### config.mk
export PLATFORM = sky130hd
export DESIGN_NAME = puf_response_controller
export DESIGN_NICKNAME = d
export VERILOG_FILES = /design/src/rtl/puf_response_controller.sv
export SDC_FILE = /design/constraint.sdc
export NUM_CORES = 1
export LEC_CHECK = 0
export CAP_MARGIN = 20
export CORE_ASPECT_RATIO = 0.5
export CORE_UTILIZATION = 60
export CTS_CLUSTER_DIAMETER = 100
export CTS_CLUSTER_SIZE = 8
export DETAILED_ROUTE_END_ITERATION = 7
export MAX_ROUTING_LAYER = met4
export PLACE_DENSITY = 0.86
export SKIP_CTS_REPAIR_TIMING = 1
export SYNTH_ARGS = -nofsm -noshare
export SYNTH_HDL_FRONTEND = slang
export SYNTH_SLANG_ARGS = --single-unit
### constraint.sdc
create_clock -name clk -period 5.9 [get_ports clk]
set_clock_uncertainty 0.05 [all_clocks]
set_input_delay 0.59 -clock clk [delete_from_list [all_inputs] [get_ports clk]]
set_output_delay 0.59 -clock clk [all_outputs]
set_load 0.05 [all_outputs]
### src/rtl/puf_response_controller.sv
// Sequences an RO PUF bit cell through clear/measure/hold windows per challenge
// and assembles the sampled comparator bits into one atomically published word.
module puf_response_controller #(
    parameter int RESP_BITS     = 16,
    parameter int WINDOW_CYCLES = 1024,
    parameter int SETTLE_CYCLES = 4
) (
    input  logic                 clk,
    input  logic                 reset,
    input  logic                 start,
    input  logic                 abort,
    input  logic [7:0]           seed_challenge,
    input  logic                 puf_out,
    output logic                 puf_en,
    output logic                 puf_reset,
    output logic [7:0]           puf_challenge,
    output logic                 busy,
    output logic                 done,
    output logic [RESP_BITS-1:0] response
);

    localparam int KW   = (RESP_BITS > 1) ? $clog2(RESP_BITS) : 1;
    localparam int MAXC = (WINDOW_CYCLES > SETTLE_CYCLES) ?
                          WINDOW_CYCLES : SETTLE_CYCLES;
    localparam int TW   = (MAXC > 2) ? $clog2(MAXC) : 1;

    localparam logic [TW-1:0] SET_LAST  = TW'(SETTLE_CYCLES - 1);
    localparam logic [TW-1:0] WIN_LAST  = TW'(WINDOW_CYCLES - 1);
    localparam logic [TW-1:0] HOLD_LAST = TW'(1);
    localparam logic [KW-1:0] K_LAST    = KW'(RESP_BITS - 1);

    typedef enum logic [2:0] {
        IDLE,
        CLEAR,
        MEASURE,
        HOLD,
        DONE
    } state_t;

    state_t                 state;
    logic [TW-1:0]          timer;
    logic [KW-1:0]          idx;
    logic [7:0]             seed;
    logic [RESP_BITS-1:0]   shreg;
    logic [RESP_BITS-1:0]   shreg_nxt;
    logic [7:0]             chal_nxt;

    // Word including the bit captured at the end of the current HOLD
    always_comb begin
        shreg_nxt      = shreg;
        shreg_nxt[idx] = puf_out;
    end

    assign chal_nxt = seed + 8'(idx) + 8'd1;

    always_ff @(posedge clk or negedge reset) begin
        if (!reset) begin
            state         <= IDLE;
            timer         <= '0;
            idx           <= '0;
            seed          <= '0;
            shreg         <= '0;
            puf_en        <= 1'b0;
            puf_reset     <= 1'b1;
            puf_challenge <= '0;
            busy          <= 1'b0;
            done          <= 1'b0;
            response      <= '0;
        end else begin
            done <= 1'b0;
            unique case (state)
                IDLE: begin
                    if (start) begin
                        seed          <= seed_challenge;
                        idx           <= '0;
                        timer         <= '0;
                        puf_challenge <= seed_challenge;
                        puf_en        <= 1'b1;
                        puf_reset     <= 1'b1;
                        busy          <= 1'b1;
                        state         <= CLEAR;
                    end
                end
                CLEAR: begin
                    if (abort) begin
                        state     <= IDLE;
                        timer     <= '0;
                        puf_en    <= 1'b0;
                        puf_reset <= 1'b1;
                        busy      <= 1'b0;
                    end else if (timer == SET_LAST) begin
                        timer     <= '0;
                        puf_reset <= 1'b0;
                        state     <= MEASURE;
                    end else begin
                        timer <= timer + 1'b1;
                    end
                end
                MEASURE: begin
                    if (abort) begin
                        state     <= IDLE;
                        timer     <= '0;
                        puf_en    <= 1'b0;
                        puf_reset <= 1'b1;
                        busy      <= 1'b0;
                    end else if (timer == WIN_LAST) begin
                        timer  <= '0;
                        puf_en <= 1'b0;
                        state  <= HOLD;
                    end else begin
                        timer <= timer + 1'b1;
                    end
                end
                HOLD: begin
                    if (abort) begin
                        state     <= IDLE;
                        timer     <= '0;
                        puf_en    <= 1'b0;
                        puf_reset <= 1'b1;
                        busy      <= 1'b0;
                    end else if (timer == HOLD_LAST) begin
                        timer <= '0;
                        shreg <= shreg_nxt;
                        if (idx == K_LAST) begin
                            response  <= shreg_nxt;
                            done      <= 1'b1;
                            busy      <= 1'b0;
                            puf_reset <= 1'b1;
                            state     <= DONE;
                        end else begin
                            idx           <= idx + 1'b1;
                            puf_challenge <= chal_nxt;
                            puf_en        <= 1'b1;
                            puf_reset     <= 1'b1;
                            state         <= CLEAR;
                        end
                    end else begin
                        timer <= timer + 1'b1;
                    end
                end
                DONE: begin
                    state <= IDLE;
                end
                default: begin
                    state     <= IDLE;
                    puf_en    <= 1'b0;
                    puf_reset <= 1'b1;
                    busy      <= 1'b0;
                end
            endcase
        end
    end

endmodule

==> summary.md <==
| Metric | Value |
|---|---|
| Final period util | `0.5055` |
| Synth Instances | `367` |
| Sink Count | `68` |
| Post-synth top area share | `0.4605` |
| Status | `finished, violations left` |
| Max Clock Freq | `0.3353 GHz` |
| Top Metal Used | `met4` |
| Clock power frac | `0.336` |
| IO Count | `41` |
| Most frequent cells in the layout | `dfrtp_1, nand2_1, clkdlybuf4s50_1` |
| GR Overflow Total | `0` |
| Data arrival, critical path | `3150 ps` |
| Cell Count, Final, Fillers Out | `approximately 480` |
| Post-route ant nets | `0` |
| Met3 routed WL | `between 400 and 500 um` |
| Launching point of the worst reg2reg path | `state[0]$_DFFE_PN0P_` |
| Largest area contributor in the netlist | `dfrtp_1` |
| Count of final setup violators | `0` |
| Worst slew pin tran | `~1100 ps` |
| Initial core utilization | `0.6435` |
| # rows | `19` |
| CTS Buf Count | `9` |
| Sw Ratio | `0.3501` |
| Number of flops mapped to enable cells by yosys | `0` |
| Sequential fraction of the synthesis area | `0.4677` |
| N_diodes | `0` |
| Sw power | `0.0006087 W` |
| Port Buffers | `40` |
| Cell area after layout | `between 4000 and 5000 um^2` |
| DRT iter0 DRCs | `185` |
| TNS Setup | `0 ps` |
| WL met1 | `3390 um` |
| Die ar. | `6403 um^2` |
| Core area | `5658 um^2` |
| Routed wire length | `8039 um` |
| Sequential Power Share | `0.360` |
| Rel. slew slack | `0.2684` |
| Gate power share | `0.305` |
| Clock Tree Buf Depth | `2` |
| WL/cell | `16.85 um` |
| Die W | `about 110 um` |
| TritonCTS clock tree | `yes` |
| DR WL met2 | `between 4000 and 5000 um` |
| Die H | `57.09 um` |
| Synth Area per Inst | `9.921 um^2` |
| Ys async rst share | `1.000` |
| Area post-placement | `roughly 4000 um^2` |
| Largest net degree at the start of global routing | `69` |
| Failing checks | `DRC` |
| PwrDens | `397.5 nW/um^2` |
| Most used DFF post-synth | `dfrtp_1` |
| Synth Cell Area | `3641 um^2` |
| Clock root buffer | `clkbuf_16` |
| Initial antenna violation count | `0` |
| Layout area overhead | `20.10%` |
| P_int | `0.001130 W` |
| Slew Viols, Final | `0` |
| RePlAce Congestion | `0.9278` |
| RSZ-0062 raised after global routing | `no` |
| DRC | `3` |
| Setup CP Type | `in2reg` |
| Max-capacitance violation count | `0` |
| Worst R2R Path Depth | `4` |
| Hold Path Class | `in2async` |
| Most common cell after layout, fill and taps aside | `dfrtp_1` |
| Dpl cells | `461` |
| Post-DP HPWL | `~5200 um` |
| Critical path required time | `6060 ps` |
| VDD IR max | `435.2 uV` |
| CP max FO | `31` |
| Share of cells above drive strength 1 | `0.1139` |
| Via count | `2897` |
| Critical Path End Type | `flip-flop` |
| Endpoints failing hold | `0` |
| P_leak | `2.000 nW` |
| Flops & latches, synth | `a little under 70` |
| Reg2reg end | `response[11]$_DFFE_PN0P_` |
| Cell variety after synth | `58` |
| R2R Setup Slk | `3100 ps` |
| Vias per cell | `6.073` |
| Vias in the first global route | `2824` |
| CTS clk-pin slew, worst paths | `approximately 60 ps` |
| Final Power | `0.001738 W` |
| Later-pin clock latency in the skew report | `340 ps` |
| Nets@finish | `423` |
| Drt pass-1 iters | `6` |
| Type of origin of the critical path | `primary input` |
| Synth Warn # | `0` |
| Syn_nets | `a little under 400` |
| GR Util All Layers | `0.2862` |
| Htree depth | `3` |
| First-pass GRT wire length | `~13000 um` |
| Final min period | `2983 ps` |
| Dominant cells by area after synthesis | `dfrtp_1, nand2_1, mux2_4` |
## final cells by class
type                    count  area, um^2
clock buffers              10       239.0
repair buffers             41       402.9
clock inverters             6       87.58
multi-input cells         270        1815
flip-flops and latches     68        1703
well taps                  73       91.34
fillers                   376        1285
inverters                   9       33.78
## worst max-delay path by stage
stage | start | endpoint | slack (ps) | depth (start not counted)
detailed placement | abort | response[7]$_DFFE_PN0P_ | 2620 | 5
CTS | abort | response[11]$_DFFE_PN0P_ | 2970 | 5
floorplan | abort | shreg[4]$_DFFE_PN0P_ | 3620 | 5
global route | abort | response[11]$_DFFE_PN0P_ | 2810 | 5
global placement | abort | response[7]$_DFFE_PN0P_ | 2690 | 5
finish | abort | response[11]$_DFFE_PN0P_ | 2920 | 5
## power groups by stage
stage                     Combinational, W  Sequential (W)  Clock (W)
after global routing              0.000569        0.000634   0.000613
after CTS                         0.000529        0.000622   0.000593
after floorplan                   0.000275        0.000726          0
after global placement            0.000506        0.000623          0
after detailed placement          0.000523        0.000628          0
final                             0.000530        0.000625   0.000584
## through the flow
stage / util / hold slack, ps / setup WS (ps)
after detailed placement: 0.7152 / 414.6 / 2617
after floorplan: - / 244.4 / 3620
after CTS: 0.7729 / 424.7 / 2965
after global routing: 0.7729 / 451.3 / 2811
final: 0.7729 / 386.4 / 2917
after global placement: 0.7152 / 410.1 / 2690
## worst max-delay path: stages
cell	delay [ps]
clkdlybuf4s50_1	510
or4bb_1	640
nor2_1	120
and2_1	860
mux2_1	410
## flip-flops by register name, summed over array words and instances, names as in the netlist
signal,flops
response,16
busy,1
seed,8
timer,10
puf_challenge,8
shreg,15
puf_en,1
done,1
idx,4
puf_reset,1
state,3
## cells by family (layout without fill, tap and decap cells)
group                      count (synthesis)  count (layout)  synth area share
and+or+nand+nor                          137             137            0.1835
xor gates and xnor gates                   4               4          0.009624
buffers and inverters                     29              66           0.03367
adders and majority gates                 11              11           0.03986
DFF                                       68              68            0.4677
AOI/OAI and AO/OA                         81              81            0.1440
muxes                                     37              37            0.1216
## Yosys cell counts, types with 2 or more instances
master and number:
dfrtp_1 67, nand2_1 54, nor2_1 32, a21oi_1 29
mux2i_1 15, clkbuf_1 14, mux2_4 12, nor3_1 11
a31oi_1 10, ha_1 10, o21ai_1 9, mux2_1 8
nand3_1 8, inv_1 7, nor2b_1 7, o21ai_0 7
buf_2 5, o31ai_1 4, and2_1 3, and2_4 3
nand2b_1 3, a21o_1 2, a32o_1 2, a41oi_1 2
and3_1 2, mux2_2 2, nand3b_1 2, o211ai_1 2
o21a_1 2, or2_1 2, or4_4 2, xnor2_1 2
xor2_1 2
## per-layer routing
| layer | vias up | GRT usage |
|---|---|---|
| met2 | 92 | 0.4827 |
| met5 | - | - |
| met3 | 13 | 0.07333 |
| li1 | 1361 | - |
| met4 | 0 | 0.1276 |
| met1 | 1431 | 0.3300 |
(Power assumes the default switching activity.)
